===== config.mk =====
export PLATFORM = sky130hd
export DESIGN_NAME = uart_tx_sched_flat
export DESIGN_NICKNAME = d
export VERILOG_FILES = /design/src/rtl/uart_pkg.sv /design/src/rtl/uart_tx_sched_if.sv /design/src/rtl/uart_tx_sched_sync_fifo.sv /design/src/rtl/uart_tx_sched.sv /design/src/flat_wrapper.sv
export SDC_FILE = /design/constraint.sdc
export NUM_CORES = 1
export LEC_CHECK = 0
export ABC_AREA = 1
export CORE_MARGIN = 3
export CORE_UTILIZATION = 35
export CTS_BUF_LIST = sky130_fd_sc_hd__clkbuf_16
export CTS_CLUSTER_DIAMETER = 200
export DETAILED_ROUTE_END_ITERATION = 8
export SLEW_MARGIN = 15
export SYNTH_ARGS = -nofsm -noshare
export SYNTH_HDL_FRONTEND = slang
export SYNTH_HIERARCHICAL = 1
export SYNTH_SLANG_ARGS = --single-unit

===== constraint.sdc =====
create_clock -name clk -period 2.7 [get_ports clk]
set_input_delay 0.54 -clock clk [delete_from_list [all_inputs] [get_ports clk]]
set_output_delay 0.54 -clock clk [all_outputs]
set_load 0.02 [all_outputs]

===== src/rtl/uart_pkg.sv =====
// Shared definitions for the UART transmit scheduler: UART register map,
// control-register bit positions and the scheduler FSM state encoding.
package uart_pkg;

   localparam logic [2:0] REG_TX   = 3'd0;
   localparam logic [2:0] REG_CTRL = 3'd2;
   localparam logic [2:0] REG_BAUD = 3'd3;

   localparam int CTRL_EN = 0;

   typedef enum logic [2:0] {
      ST_CFG_BAUD,
      ST_CFG_EN,
      ST_IDLE,
      ST_SEND,
      ST_GAP,
      ST_WAIT,
      ST_RECFG
   } state_t;

endpackage


===== src/rtl/uart_tx_sched_if.sv =====
// Bus bundle for uart_tx_sched: two byte requesters, the divisor reprogram
// request, the UART register-write port and status outputs.
// slave = scheduler side, master = requesters / UART / system side.
interface uart_tx_sched_if #(
   parameter int AW = 3
);
   logic          req0_valid;
   logic [7:0]    req0_data;
   logic          req0_ready;
   logic          req1_valid;
   logic [7:0]    req1_data;
   logic          req1_ready;
   logic          cfg_we;
   logic [31:0]   cfg_div;
   logic          u_we;
   logic [2:0]    u_reg_num;
   logic [31:0]   u_wd;
   logic          u_tx_busy;
   logic          init_done;
   logic [AW:0]   fifo_count;

   modport slave (
      input  req0_valid, req0_data, req1_valid, req1_data,
      input  cfg_we, cfg_div, u_tx_busy,
      output req0_ready, req1_ready, u_we, u_reg_num, u_wd,
      output init_done, fifo_count
   );

   modport master (
      output req0_valid, req0_data, req1_valid, req1_data,
      output cfg_we, cfg_div, u_tx_busy,
      input  req0_ready, req1_ready, u_we, u_reg_num, u_wd,
      input  init_done, fifo_count
   );

endinterface


===== src/rtl/uart_tx_sched_sync_fifo.sv =====
// Single-clock circular FIFO. Pointers wrap naturally at DEPTH (DEPTH must
// be 2**AW). Push when full and pop when empty are ignored.
module sync_fifo #(
   parameter int DEPTH = 8,
   parameter int AW    = 3,
   parameter int W     = 8
) (
   input  logic          clk,
   input  logic          rst_n,
   input  logic          push,
   input  logic [W-1:0]  din,
   input  logic          pop,
   output logic [W-1:0]  dout,
   output logic          full,
   output logic          empty,
   output logic [AW:0]   count
);

   logic [W-1:0]  mem [DEPTH];
   logic [AW-1:0] wr_ptr, rd_ptr;
   logic          do_push, do_pop;

   assign full    = (count == (AW+1)'(DEPTH));
   assign empty   = (count == '0);
   assign do_push = push & ~full;
   assign do_pop  = pop & ~empty;
   assign dout    = mem[rd_ptr];

   // storage: contents need no reset, occupancy is tracked by the pointers
   always_ff @(posedge clk) begin
      if (do_push) mem[wr_ptr] <= din;
   end

   // pointers and occupancy; push+pop together leaves count unchanged
   always_ff @(posedge clk or negedge rst_n) begin
      if (!rst_n) begin
         wr_ptr <= '0;
         rd_ptr <= '0;
         count  <= '0;
      end else begin
         if (do_push) wr_ptr <= wr_ptr + AW'(1);
         if (do_pop)  rd_ptr <= rd_ptr + AW'(1);
         case ({do_push, do_pop})
            2'b10:   count <= count + (AW+1)'(1);
            2'b01:   count <= count - (AW+1)'(1);
            default: count <= count;
         endcase
      end
   end

endmodule


===== src/rtl/uart_tx_sched.sv =====
// UART transmit scheduler: programs baud divisor and enable after reset,
// merges two byte requesters into a FIFO and drains it into the UART TX
// register one frame at a time, paced by u_tx_busy. Divisor reprogram
// requests are applied only between frames.
// Build option: UART_TX_SCHED_RR_EN selects round-robin arbitration;
// without it requester 0 has fixed priority.
module uart_tx_sched
   import uart_pkg::*;
#(
   parameter int          DEPTH    = 8,
   parameter logic [31:0] BAUD_DIV = 32'h0000007F,
   parameter int          AW       = 3
) (
   input logic            clk,
   input logic            rst_n,
   uart_tx_sched_if.slave bus
);

   state_t        state, state_d;
   logic          we_q, we_d;
   logic [2:0]    reg_q, reg_d;
   logic [31:0]   wd_q, wd_d;
   logic          init_q, init_d;
   logic          pend_q, clr_pend;
   logic [31:0]   div_q;

   logic          g1, push, pop, full, empty;
   logic [7:0]    push_data, head;
   logic [AW:0]   count;

`ifdef UART_TX_SCHED_RR_EN
   logic rr_q;   // 1: requester 1 preferred on the next contended cycle

   assign g1 = bus.req1_valid & (~bus.req0_valid | rr_q);

   // prefer the side that did not win the last accepted push
   always_ff @(posedge clk or negedge rst_n) begin
      if (!rst_n)    rr_q <= 1'b0;
      else if (push) rr_q <= ~g1;
   end
`else
   assign g1 = bus.req1_valid & ~bus.req0_valid;
`endif

   assign bus.req0_ready = init_q & ~full & ~g1;
   assign bus.req1_ready = init_q & ~full & g1;
   assign push      = g1 ? bus.req1_valid : (bus.req0_valid & init_q & ~full);
   assign push_data = g1 ? bus.req1_data : bus.req0_data;
   assign pop       = (state == ST_SEND) & ~empty;

   sync_fifo #(.DEPTH(DEPTH), .AW(AW), .W(8)) u_fifo (
      .clk   (clk),
      .rst_n (rst_n),
      .push  (push & init_q & ~full),
      .din   (push_data),
      .pop   (pop),
      .dout  (head),
      .full  (full),
      .empty (empty),
      .count (count)
   );

   // latch the requested divisor; a newer request overwrites a pending one
   always_ff @(posedge clk or negedge rst_n) begin
      if (!rst_n) begin
         pend_q <= 1'b0;
         div_q  <= '0;
      end else if (bus.cfg_we) begin
         pend_q <= 1'b1;
         div_q  <= bus.cfg_div;
      end else if (clr_pend) begin
         pend_q <= 1'b0;
      end
   end

   // FSM state register
   always_ff @(posedge clk or negedge rst_n) begin
      if (!rst_n) state <= ST_CFG_BAUD;
      else        state <= state_d;
   end

   // next state and next register-write values; reg/wd hold when idle
   always_comb begin
      state_d  = state;
      we_d     = 1'b0;
      reg_d    = reg_q;
      wd_d     = wd_q;
      init_d   = init_q;
      clr_pend = 1'b0;
      case (state)
         ST_CFG_BAUD: begin
            we_d    = 1'b1;
            reg_d   = REG_BAUD;
            wd_d    = BAUD_DIV;
            state_d = ST_CFG_EN;
         end
         ST_CFG_EN: begin
            we_d    = 1'b1;
            reg_d   = REG_CTRL;
            wd_d    = 32'(1) << CTRL_EN;
            init_d  = 1'b1;
            state_d = ST_IDLE;
         end
         ST_IDLE: begin
            if (pend_q)      state_d = ST_RECFG;
            else if (!empty) state_d = ST_SEND;
         end
         ST_SEND: begin
            we_d    = 1'b1;
            reg_d   = REG_TX;
            wd_d    = {24'b0, head};
            state_d = ST_GAP;
         end
         // busy rises one cycle after the data write, so skip a cycle
         ST_GAP:  state_d = ST_WAIT;
         ST_WAIT: begin
            if (!bus.u_tx_busy) state_d = ST_IDLE;
         end
         ST_RECFG: begin
            we_d     = 1'b1;
            reg_d    = REG_BAUD;
            wd_d     = div_q;
            clr_pend = 1'b1;
            state_d  = ST_IDLE;
         end
         default: state_d = ST_CFG_BAUD;
      endcase
   end

   // registered UART write port and init flag
   always_ff @(posedge clk or negedge rst_n) begin
      if (!rst_n) begin
         we_q   <= 1'b0;
         reg_q  <= '0;
         wd_q   <= '0;
         init_q <= 1'b0;
      end else begin
         we_q   <= we_d;
         reg_q  <= reg_d;
         wd_q   <= wd_d;
         init_q <= init_d;
      end
   end

   assign bus.u_we       = we_q;
   assign bus.u_reg_num  = reg_q;
   assign bus.u_wd       = wd_q;
   assign bus.init_done  = init_q;
   assign bus.fifo_count = count;

endmodule


===== src/flat_wrapper.sv =====
// flat-port wrapper written by rule: the top's interface ports become plain ports
module uart_tx_sched_flat import uart_pkg::*;
#(
   parameter int          DEPTH    = 8,
   parameter logic [31:0] BAUD_DIV = 32'h0000007F,
   parameter int          AW       = 3
)
  (clk, rst_n, bus_req0_valid, bus_req0_data, bus_req1_valid, bus_req1_data, bus_cfg_we, bus_cfg_div, bus_u_tx_busy, bus_req0_ready, bus_req1_ready, bus_u_we, bus_u_reg_num, bus_u_wd, bus_init_done, bus_fifo_count);
  uart_tx_sched_if #(.AW(AW)) bus_i ();
  input logic clk;
  input logic rst_n;
  input wire logic [$bits(bus_i.req0_valid)-1:0] bus_req0_valid;
  input wire logic [$bits(bus_i.req0_data)-1:0] bus_req0_data;
  input wire logic [$bits(bus_i.req1_valid)-1:0] bus_req1_valid;
  input wire logic [$bits(bus_i.req1_data)-1:0] bus_req1_data;
  input wire logic [$bits(bus_i.cfg_we)-1:0] bus_cfg_we;
  input wire logic [$bits(bus_i.cfg_div)-1:0] bus_cfg_div;
  input wire logic [$bits(bus_i.u_tx_busy)-1:0] bus_u_tx_busy;
  output wire logic [$bits(bus_i.req0_ready)-1:0] bus_req0_ready;
  output wire logic [$bits(bus_i.req1_ready)-1:0] bus_req1_ready;
  output wire logic [$bits(bus_i.u_we)-1:0] bus_u_we;
  output wire logic [$bits(bus_i.u_reg_num)-1:0] bus_u_reg_num;
  output wire logic [$bits(bus_i.u_wd)-1:0] bus_u_wd;
  output wire logic [$bits(bus_i.init_done)-1:0] bus_init_done;
  output wire logic [$bits(bus_i.fifo_count)-1:0] bus_fifo_count;
  assign bus_i.req0_valid = bus_req0_valid;
  assign bus_i.req0_data = bus_req0_data;
  assign bus_i.req1_valid = bus_req1_valid;
  assign bus_i.req1_data = bus_req1_data;
  assign bus_i.cfg_we = bus_cfg_we;
  assign bus_i.cfg_div = bus_cfg_div;
  assign bus_i.u_tx_busy = bus_u_tx_busy;
  assign bus_req0_ready = bus_i.req0_ready;
  assign bus_req1_ready = bus_i.req1_ready;
  assign bus_u_we = bus_i.u_we;
  assign bus_u_reg_num = bus_i.u_reg_num;
  assign bus_u_wd = bus_i.u_wd;
  assign bus_init_done = bus_i.init_done;
  assign bus_fifo_count = bus_i.fifo_count;
  uart_tx_sched #(.DEPTH(DEPTH), .BAUD_DIV(BAUD_DIV), .AW(AW)) u_core (.clk(clk), .rst_n(rst_n), .bus(bus_i));
endmodule

* Yosys cells after proc, flatten, opt, wreduce, memory -nomap -nowiden
Memory sizes are Yosys's and may differ from the RTL's.
Cells that the tools add are included.
** Word-level totals
- Memories kept :: 1
- Input bits :: 54
- Logic and storage cells :: 66
- Register bits after elaboration :: 83
- Bits in writable memories :: 64
** Memories
- u_core.u_fifo.mem :: depth 8, bits a word 8, rd ports 1, clocked after Yosys merged registers in 0, wr ports 1, RTL line uart_tx_sched_sync_fifo.sv:19 : logic [W-1:0] mem [DEPTH];
** Operators by class
- Add/subtract/negate cells :: 4
- Equal/unequal tests :: 11
- Muxes and demuxes :: 15
- Bitwise gates (word level) :: 15
- Reduce and logical (&&, ||, !) cells :: 10
** Operators by type and width (number)
- one-hot mux 32 bit (4 select lines) :: 1
- one-hot mux 3 bit (6 select lines) :: 1
- AND 1 bit :: 11
- == test 3 bit (second input constant) :: 3
- 2-to-1 mux 3 bit :: 3
- one-hot mux 3 bit (3 select lines) :: 1
- 2-to-1 mux 8 bit :: 1
- one-hot mux 4 bit (2 select lines) :: 1
- 2-to-1 mux 1 bit :: 7
- adder 3 x 1 -> 3 bit (second input constant) :: 2
- == test 3 x 2 -> 1 bit (second input constant) :: 2
- adder 4 x 1 -> 4 bit (second input constant) :: 1
- == test 4 bit (second input constant) :: 1
- logical NOT 4 bit :: 1
- NOT 1 bit :: 4
- nonzero test 2 bit :: 2
- nonzero test 4 bit :: 1
- OR reduction 2 bit :: 2
- OR reduction 4 bit :: 1
- subtractor 4 x 1 -> 4 bit (second input constant) :: 1
- == test 3 x 1 -> 1 bit (second input constant) :: 1
- logical NOT 3 bit :: 1
- != test 3 x 2 -> 1 bit (second input constant) :: 1
- nonzero test 3 bit :: 1
- other kinds (4) :: 4

* Longest topological paths before layout
Gate-level depths: netlist of the first run.
- Depth in word-level cells :: 9
- Depth in mapped cells :: 15
- Gate-level depth less buffers :: 14

* Cells and area by module
Netlist of the first run, hierarchy kept.
** By module, submodules not included
- sync_fifo :: area an instance 3399.5 µm², sequential area each 2172.1 µm², cells an instance 357, times used 1
- uart_tx_sched :: area an instance 3205.6 µm², sequential area each 1801.7 µm², cells an instance 362, times used 1

* Least setup slack after synthesis of the first run
No wires, ideal clock.
- Path type :: reg2reg
- Start point :: register u_core.u_fifo.count[0]
- End point :: register u_core.u_fifo.count[3]
- Buffers on the path :: 1
- Slack :: 0.191 ns
- Setup time :: 0.117 ns
- Data arrival time :: 2.391 ns
- Required time :: 2.583 ns
- Stages on the path, launching flop included :: 15
- Cell sequence :: dfrtp_1 > nor2_1 > nand3_2 > inv_1 > or2_2 > nor2_1 > nand2_2 > buf_6 > ha_1 > ha_1 > or2_2 > nand2_1 > nand2_1 > nand3_1 > nand2_1
** Between the ends
- Cells in the longest elaborated chain, start to end :: 9
- Elaborated cells on any way between the ends :: 17
- Classes of those cells :: add/sub (2); eq/ne (3); mux (2); bitwise (8); reduce/logical (2)
** Ends and longest elaborated chain
- start: declaration :: RTL line uart_tx_sched_sync_fifo.sv:16 : output logic [AW:0] count
- start signal: assignment :: RTL line uart_tx_sched_sync_fifo.sv:44 : 2'b10: count <= count + (AW+1)'(1);
- start signal: assignment :: RTL line uart_tx_sched_sync_fifo.sv:45 : 2'b01: count <= count - (AW+1)'(1);
- start signal: assignment :: RTL line uart_tx_sched_sync_fifo.sv:46 : default: count <= count;
- == test 4 bit (*) :: RTL line uart_tx_sched_sync_fifo.sv:23 : assign full = (count == (AW+1)'(DEPTH));
- net u_core.full :: RTL line uart_tx_sched.sv:27 : logic g1, push, pop, full, empty;
- NOT 1 bit (*) :: RTL line uart_tx_sched_sync_fifo.sv:25, uart_tx_sched.sv:47, uart_tx_sched.sv:54
- AND 1 bit :: RTL line uart_tx_sched.sv:47 : assign push = g1 ? bus.req1_valid : (bus.req0_valid & init_q & ~full);
- 2-to-1 mux 1 bit :: RTL line uart_tx_sched.sv:47
- AND 1 bit (2 in a row) :: RTL line uart_tx_sched.sv:54 : .push (push & init_q & ~full),
- AND 1 bit (*) :: RTL line uart_tx_sched_sync_fifo.sv:25 : assign do_push = push & ~full;
- == test 2 x 1 -> 1 bit / == test 2 bit (equally long branches) :: RTL line uart_tx_sched_sync_fifo.sv:43 : case ({do_push, do_pop})
- one-hot mux 4 bit (2 select lines) / nonzero test 2 bit (equally long branches)
Mark *: on every way through the listed nets, which the timed path passes. The rest lies on a longest branch.
A chain may end at the register's enable or synchronous reset.

* Worst setup path in the final report of the first run
Ends and elaborated chain as after synthesis.

==> results of run 1 <==
[cell usage in the layout (no fill, tap or decap), types with 3 or more instances in the layout]
master / instances
sky130_fd_sc_hd__edfxtp_1: 64
sky130_fd_sc_hd__buf_4: 18
sky130_fd_sc_hd__inv_2: 4
sky130_fd_sc_hd__buf_12: 3
sky130_fd_sc_hd__nor2_4: 3
sky130_fd_sc_hd__o21ai_1: 4
sky130_fd_sc_hd__nand3_1: 37
sky130_fd_sc_hd__dfrtp_1: 82
sky130_fd_sc_hd__clkbuf_16: 18
sky130_fd_sc_hd__nor2_1: 76
sky130_fd_sc_hd__nand3b_1: 7
sky130_fd_sc_hd__nand2_1: 225
sky130_fd_sc_hd__ha_1: 9
sky130_fd_sc_hd__mux2_2: 8
sky130_fd_sc_hd__inv_1: 92
sky130_fd_sc_hd__xnor2_1: 4
sky130_fd_sc_hd__inv_4: 3
sky130_fd_sc_hd__nor3_1: 8
sky130_fd_sc_hd__clkinv_4: 4
sky130_fd_sc_hd__clkdlybuf4s50_1: 91
sky130_fd_sc_hd__o21ai_0: 54
[area by class of cell]
type / instances / area (µm²)
well taps: 229 / 286.5
clock buffers: 18 / 450.4
inverters: 97 / 364.1
flip-flops and latches: 146 / 3974
repair buffers: 115 / 1136
fillers: 1725 / 9857
multi-input cells: 447 / 2076
clock inverters: 14 / 126.4
[kinds of logic (layout without fill, tap and decap cells)]
| group | Yosys count | count (layout) |
|---|---|---|
| xor gates and xnor gates | 6 | 6 |
| muxes | 8 | 8 |
| adders and majority gates | 10 | 10 |
| AOI/OAI and AO/OA | 59 | 59 |
| other | 1 | 1 |
| DFF | 146 | 146 |
| buffers and inverters | 126 | 244 |
| and+or+nand+nor | 363 | 363 |
[state kept, by name, summed over array words and instances (netlist names)]
name,count
u_core/bus.init_done,1
u_core/bus.u_reg_num,2
u_core/bus.u_wd,32
u_core/bus.u_we,1
u_core/div_q,32
u_core/pend_q,1
u_core/state,3
u_core/u_fifo/count,4
u_core/u_fifo/mem,64
u_core/u_fifo/rd_ptr,3
u_core/u_fifo/wr_ptr,3
[metrics by stage]
stage | total power [mW] | util | std cells | setup WS (ns) | hold slack (ns)
floorplan | 5.637 | - | 719 | 0.1914 | 0.2444
global placement | 6.822 | 0.4286 | 1034 | 0.2123 | 0.4719
detailed placement | 6.875 | 0.4286 | 1034 | 0.1762 | 0.4730
CTS | 9.200 | 0.4602 | 1066 | 0.03829 | 0.1050
global route | 9.781 | 0.4605 | 1066 | 0.08604 | 0.1107
finish | 9.104 | 0.4605 | 1066 | 0.2998 | 0.09028
[synth_stat cells (all sizes together)]
library cell,n
buf,21
clkbuf,8
clkinv,1
conb,1
dfrtp,82
edfxtp,64
fa,1
ha,9
inv,96
mux2,8
nand2,228
nand3,38
nand3b,7
nor2,80
nor3,8
o21ai,58
o21bai,1
or2,2
xnor2,4
xor2,2
[worst max path at each step]
stage          slack (ns)                     end  cells after the start
2_1_floorplan        0.19  u_core/u_fifo/count[3]                     14
3_3_place_gp         0.21          bus_req1_ready                      6
3_5_place_dp         0.18  u_core/u_fifo/count[3]                     11
4_1_cts              0.04          bus_req1_ready                      6
5_1_grt              0.09  u_core/u_fifo/count[3]                     13
6_report             0.30  u_core/u_fifo/count[3]                     13
[per-layer routing]
layer,share of wire,routed length [µm]
met1,0.48,7237
met4,0.013,200
met5,0,0
met3,0.048,716
met2,0.46,6846
[power by group]
part / internal (mW) / switching [mW]
Sequential: 2.94 / 0.311
Combinational: 1.38 / 2.18
Clock: 1.33 / 0.960
Total: 5.65 / 3.45
[critical path: stages (launching register included)]
cell and delay [ns]:
sky130_fd_sc_hd__dfrtp_1 0.42, sky130_fd_sc_hd__nor2_1 0.10, sky130_fd_sc_hd__nand3_2 0.09, sky130_fd_sc_hd__inv_1 0.04, sky130_fd_sc_hd__or2_2 0.31, sky130_fd_sc_hd__nor2_1 0.17
sky130_fd_sc_hd__nand2_2 0.09, sky130_fd_sc_hd__ha_1 0.25, sky130_fd_sc_hd__ha_1 0.31, sky130_fd_sc_hd__or2_2 0.30, sky130_fd_sc_hd__nand2_1 0.07, sky130_fd_sc_hd__nand2_1 0.04
sky130_fd_sc_hd__nand3_1 0.06, sky130_fd_sc_hd__nand2_1 0.05
==> reports/metrics.cfg, run 1 <==
[power]
power_density_mw_per_mm2 = 1082
power.leakage_nw = 3.910
vdd_ir_drop_max_v = 0.0006054

[timing]
max_freq_mhz = 416.6
final.setup.tns_ns = 0
timing.final.max_slew_violations = 0
rsz0062_at_grt = no
tightestPinTransition_ns = 0.6091
report.final.hold_viol_count = 0
timing.max_slew.rel_slack = 0.5939
setup_violations = 0
min_period_over_period = 0.8890
maximum_clock_skew_at_final_layout_ns = 0.008256
final_period_minus_worst_setup_slack_ns = 2.400

[floorplan]
die_width_um = 143.4
total_die_area_mm2 = 0.02056
initial_utilization = 0.3615
core_region_area_mm2 = 0.01827
design.portCount = 97
number_of_core_rows = 49
die_height_um = 143.4

[route]
drtIter0Drc = 306
drt_antenna_net_count = 0
first_pass_iters = 7
vias = 4827
number_of_drc_violations_after_detailed_routing = 0
routed_wl_um = 15000
detail_route.vias_per_cell = 4.528
route.detailed.wl_per_inst_um = 14.07

[clock_network]
tritoncts_buffers = 17
cts_resized = 0
clock_sinks = 146
clkLatencyLatePin_ns = 0.42
cts_max_path_buffers = 2
cts.root.buffer_cell = sky130_fd_sc_hd__clkbuf_16
cts_max_level = 4
cts.reportedPaths.clkPinSlew_ns = 0.06
cts_tree = done
hold_buffers = 0
post-cts-setup-buffers = 0

[yosys]
synthesis.instances = 719
synthTopCellsByArea = sky130_fd_sc_hd__dfrtp_1 (31%), sky130_fd_sc_hd__edfxtp_1 (29%), sky130_fd_sc_hd__nand2_1 (13%)
ys_types = 29
post-synth-top-area-cell = sky130_fd_sc_hd__dfrtp_1
yosys.area_share.adder = 0.02008
synthesis_warning_total = 6
synth_xor_xnor_area_share = 0.007956
yosysTopAreaCellShare = 0.3107
synth-compound-area-share = 0.04508
post_synth_mux_area_share = 0.01364
synth_top_family_by_area = simple AND/OR/NAND/NOR gates
synth-simple-area-share = 0.2269
post_synth.cell_area_avg_um2 = 9.186
synth_seq_cells = 146
synth_fp_nets = 783
ys_seq_area_frac = 0.6016
synthesis.area_mm2 = 0.006605

[global_route]
grt_antenna_before_repair = 0
number_of_global_route_vias_before_repair = 4731
track_usage = 0.1520
globalRouteMet3Util = 0.04559
grt.met2_usage = 0.2328
grt_start_max_net_pins = 67
groute.layer.met1.usage = 0.2061
globalRouteOverflowTotal = 0
grt-busiest-layer = met2
grt_first_pass_wirelength_um = 24090

[final_layout]
syn2layout_area_growth_pct = 27.37
antenna-diode-count = 0
layout-drive-gt1-share = 0.08961
numnets_final = 888
area_of_all_placed_cells_without_fillers_mm2 = 0.008413

[worst_setup_path]
critical_path_rt_ns = 3.02
worst-r2r-setup-slack_ns = 0.30
crit_path_end_kind = flop
worstSetupPathType = reg2reg
crit_path_start = u_core/u_fifo/count[0]
critPathArrivalTime_ns = 2.72
number_of_cells_traversed_by_the_worst_register_to_register_path = 13
crit_fanout = 5
start_kind = flop
worst_r2r_endpoint = u_core/u_fifo/count[3]
crit-reg2reg-launch = u_core/u_fifo/count[0]

[place]
dp_hpwl_um = 10240
portBuffers = 95
placement.cell_area_mm2 = 0.007831
gpl.final_weighted_congestion = 0.7951

[status]
status = finished, final reports clean

[min_path]
hold_path.class = in2async

[flow_run]
max_cap_viols = 0

(Power assumes the default switching activity.)
==> run 2: changes to the inputs <==
- CORE_MARGIN: 3 -> unset
==> run 2 against run 1 <==
  * Final cell count about the same
  * Sequential power about the same
  * Fmax down 7.4%
  * Via count is 0.37% higher
  * Worst setup slack got worse by 0.19 ns
  * Global-route usage grew 0.72 points
  * Register-to-register slack gained 0.03 ns
  * Power increased by 1.4%
  * Flip-flop and latch count unchanged
  * Non-clock buffer count fell by 1
  * Wire length decreased by 4.6%
  * Critical endpoint is now bus_req0_ready
  * Largest cell class unchanged
==> reports/metrics.cfg, run 2 (synthesized netlist as in run 1, its figures left out) <==
[status]
status = finished, final reports clean

[worst_setup_path]
path_delay_family = buffers and inverters
crit_path_start = u_core/u_fifo/count[1]
critPathSlowestCell = sky130_fd_sc_hd__clkdlybuf4s50_1
crit-reg2reg-launch = u_core/u_fifo/count[1]
worst_r2r_endpoint = u_core/u_fifo/count[3]
crit_buf_inv = 2
worstSetupPathType = reg2out
critical_path_most_common_cell = sky130_fd_sc_hd__nor2_1
critical_path_rt_ns = 2.16
worst-r2r-setup-slack_ns = 0.33
crit_path_end_kind = primary output
crit_fanout = 5
number_of_cells_traversed_by_the_worst_register_to_register_path = 13
cp_cell_sequence = nor2_1 -> nand3_2 -> inv_1 -> or2_2 -> nor2_1 -> clkdlybuf4s50_1
start_kind = flop
highest_cell_delay_on_the_worst_timing_path_ns = 0.61
critPathArrivalTime_ns = 2.05

[route]
drtIter0Drc = 265
route.detailed.wl_per_inst_um = 13.44
routed_wl_um = 14310
number_of_drc_violations_after_detailed_routing = 0
drt_antenna_net_count = 0
detail_route.vias_per_cell = 4.549
vias = 4845
first_pass_iters = 4

[timing]
setup_violations = 0
rsz0062_at_grt = no
maximum_clock_skew_at_final_layout_ns = 0.007730
post-route-worst-setup-slack_ns = 0.1080
min_period_over_period = 0.9600
report.final.hold_viol_count = 0
max_freq_mhz = 385.8
timing.final.max_slew_violations = 0
final.setup.tns_ns = 0
final_period_minus_worst_setup_slack_ns = 2.592

[place]
dp_hpwl_um = 9705
gpl.final_weighted_congestion = 0.7893
dp_slack_ns = 0.1767
portBuffers = 95

[clock_network]
hold_buffers = 0
cts_max_level = 4
cts_tree = done
cts_max_path_buffers = 2
clock_sinks = 146
cts_resized = 0
post-cts-setup-buffers = 0
cts.root.buffer_cell = sky130_fd_sc_hd__clkbuf_16
tritoncts_buffers = 17
clkLatencyLatePin_ns = 0.42
cts.reportedPaths.clkPinSlew_ns = 0.06

[power]
net-switching-power_mw = 3.361
power_density_mw_per_mm2 = 1094
combPwrFrac = 0.381
intPower_mw = 5.872
clock_power_share = 0.265
vdd_ir_drop_max_v = 0.0005394
reg_power_frac = 0.353
power.leakage_nw = 3.906
power.share.switching = 0.3640

[final_layout]
syn2layout_area_growth_pct = 27.77
most-common-layout-cells = sky130_fd_sc_hd__nand2_1 (225), sky130_fd_sc_hd__inv_1 (93), sky130_fd_sc_hd__clkdlybuf4s50_1 (93), sky130_fd_sc_hd__dfrtp_1 (82), sky130_fd_sc_hd__nor2_1 (76)
layout_commonest_cell = sky130_fd_sc_hd__nand2_1
largest_reg_flops = 64
antenna-diode-count = 0
numnets_final = 887
nFillCells = 1701
largest-register = u_core/u_fifo/mem
layout-drive-gt1-share = 0.08852

[global_route]
grt_start_max_net_pins = 65
number_of_global_route_vias_before_repair = 4635
track_usage = 0.1592
grt_antenna_before_repair = 0
grt_first_pass_wirelength_um = 23860
globalRouteOverflowTotal = 0

[floorplan]
design.portCount = 97
number_of_core_rows = 49
core_region_area_mm2 = 0.01821
total_die_area_mm2 = 0.01943
initial_utilization = 0.3627
die_height_um = 139.4
die_width_um = 139.4

[flow_run]
max_cap_viols = 0

[min_path]
hold_path.class = in2async

-- run 2: final cells by class --
class                   count  area (µm²)  share of cell area
repair buffers            114        1111              0.1317
clock inverters            13       152.6             0.01809
multi-input cells         447        2076              0.2460
inverters                  97       364.1             0.04314
well taps                 229       286.5             0.03395
flip-flops and latches    146        3974              0.4709
clock buffers              19       475.5             0.05634
-- run 2: power by group through the flow --
stage | combinational [mW] | clock [mW] | sequential [mW]
6_report | 3.52 | 2.45 | 3.26
5_1_grt | 3.99 | 2.60 | 3.33
4_1_cts | 3.56 | 2.50 | 3.27
3_5_place_dp | 3.54 | 0 | 3.30
3_3_place_gp | 3.52 | 0 | 3.29
2_1_floorplan | 2.10 | 0 | 3.54
-- run 2: worst register-to-register path, delay by kind of cell (launching register included) --
family	cells	cell delay, ns
DFF	1	0.41
adders and majority gates	2	0.57
buffers and inverters	1	0.04
and+or+nand+nor	10	1.24
-- run 2: per-stage QoR --
step	hold WS [ns]	total power, mW	area (µm²)	util	cells
floorplan	0.2444	5.637	6605	-	719
global placement	0.4814	6.805	7811	0.4290	1033
detailed placement	0.4686	6.842	7811	0.4290	1033
CTS	0.08953	9.325	8439	0.4635	1065
global route	0.1068	9.916	8439	0.4635	1065
finish	0.08214	9.233	8439	0.4635	1065
-- run 2: how the worst max path moves through the flow --
stage / cells past startpoint / slack, ns / endpoint
floorplan: 14 / 0.19 / u_core/u_fifo/count[3]
global placement: 6 / 0.18 / bus_req1_ready
detailed placement: 6 / 0.18 / bus_req1_ready
CTS: 6 / 0.06 / bus_req0_ready
global route: 6 / 0.001 / bus_req0_ready
finish: 6 / 0.11 / bus_req0_ready
-- run 2: layer usage --
| metal | share of wire | up-vias | GRT usage |
|---|---|---|---|
| li1 | - | 2463 | - |
| met1 | 0.48 | 2254 | 0.2153 |
| met2 | 0.45 | 113 | 0.2499 |
| met3 | 0.046 | 15 | 0.03889 |
| met4 | 0.016 | 0 | 0.05380 |
| met5 | 0 | - | 0 |
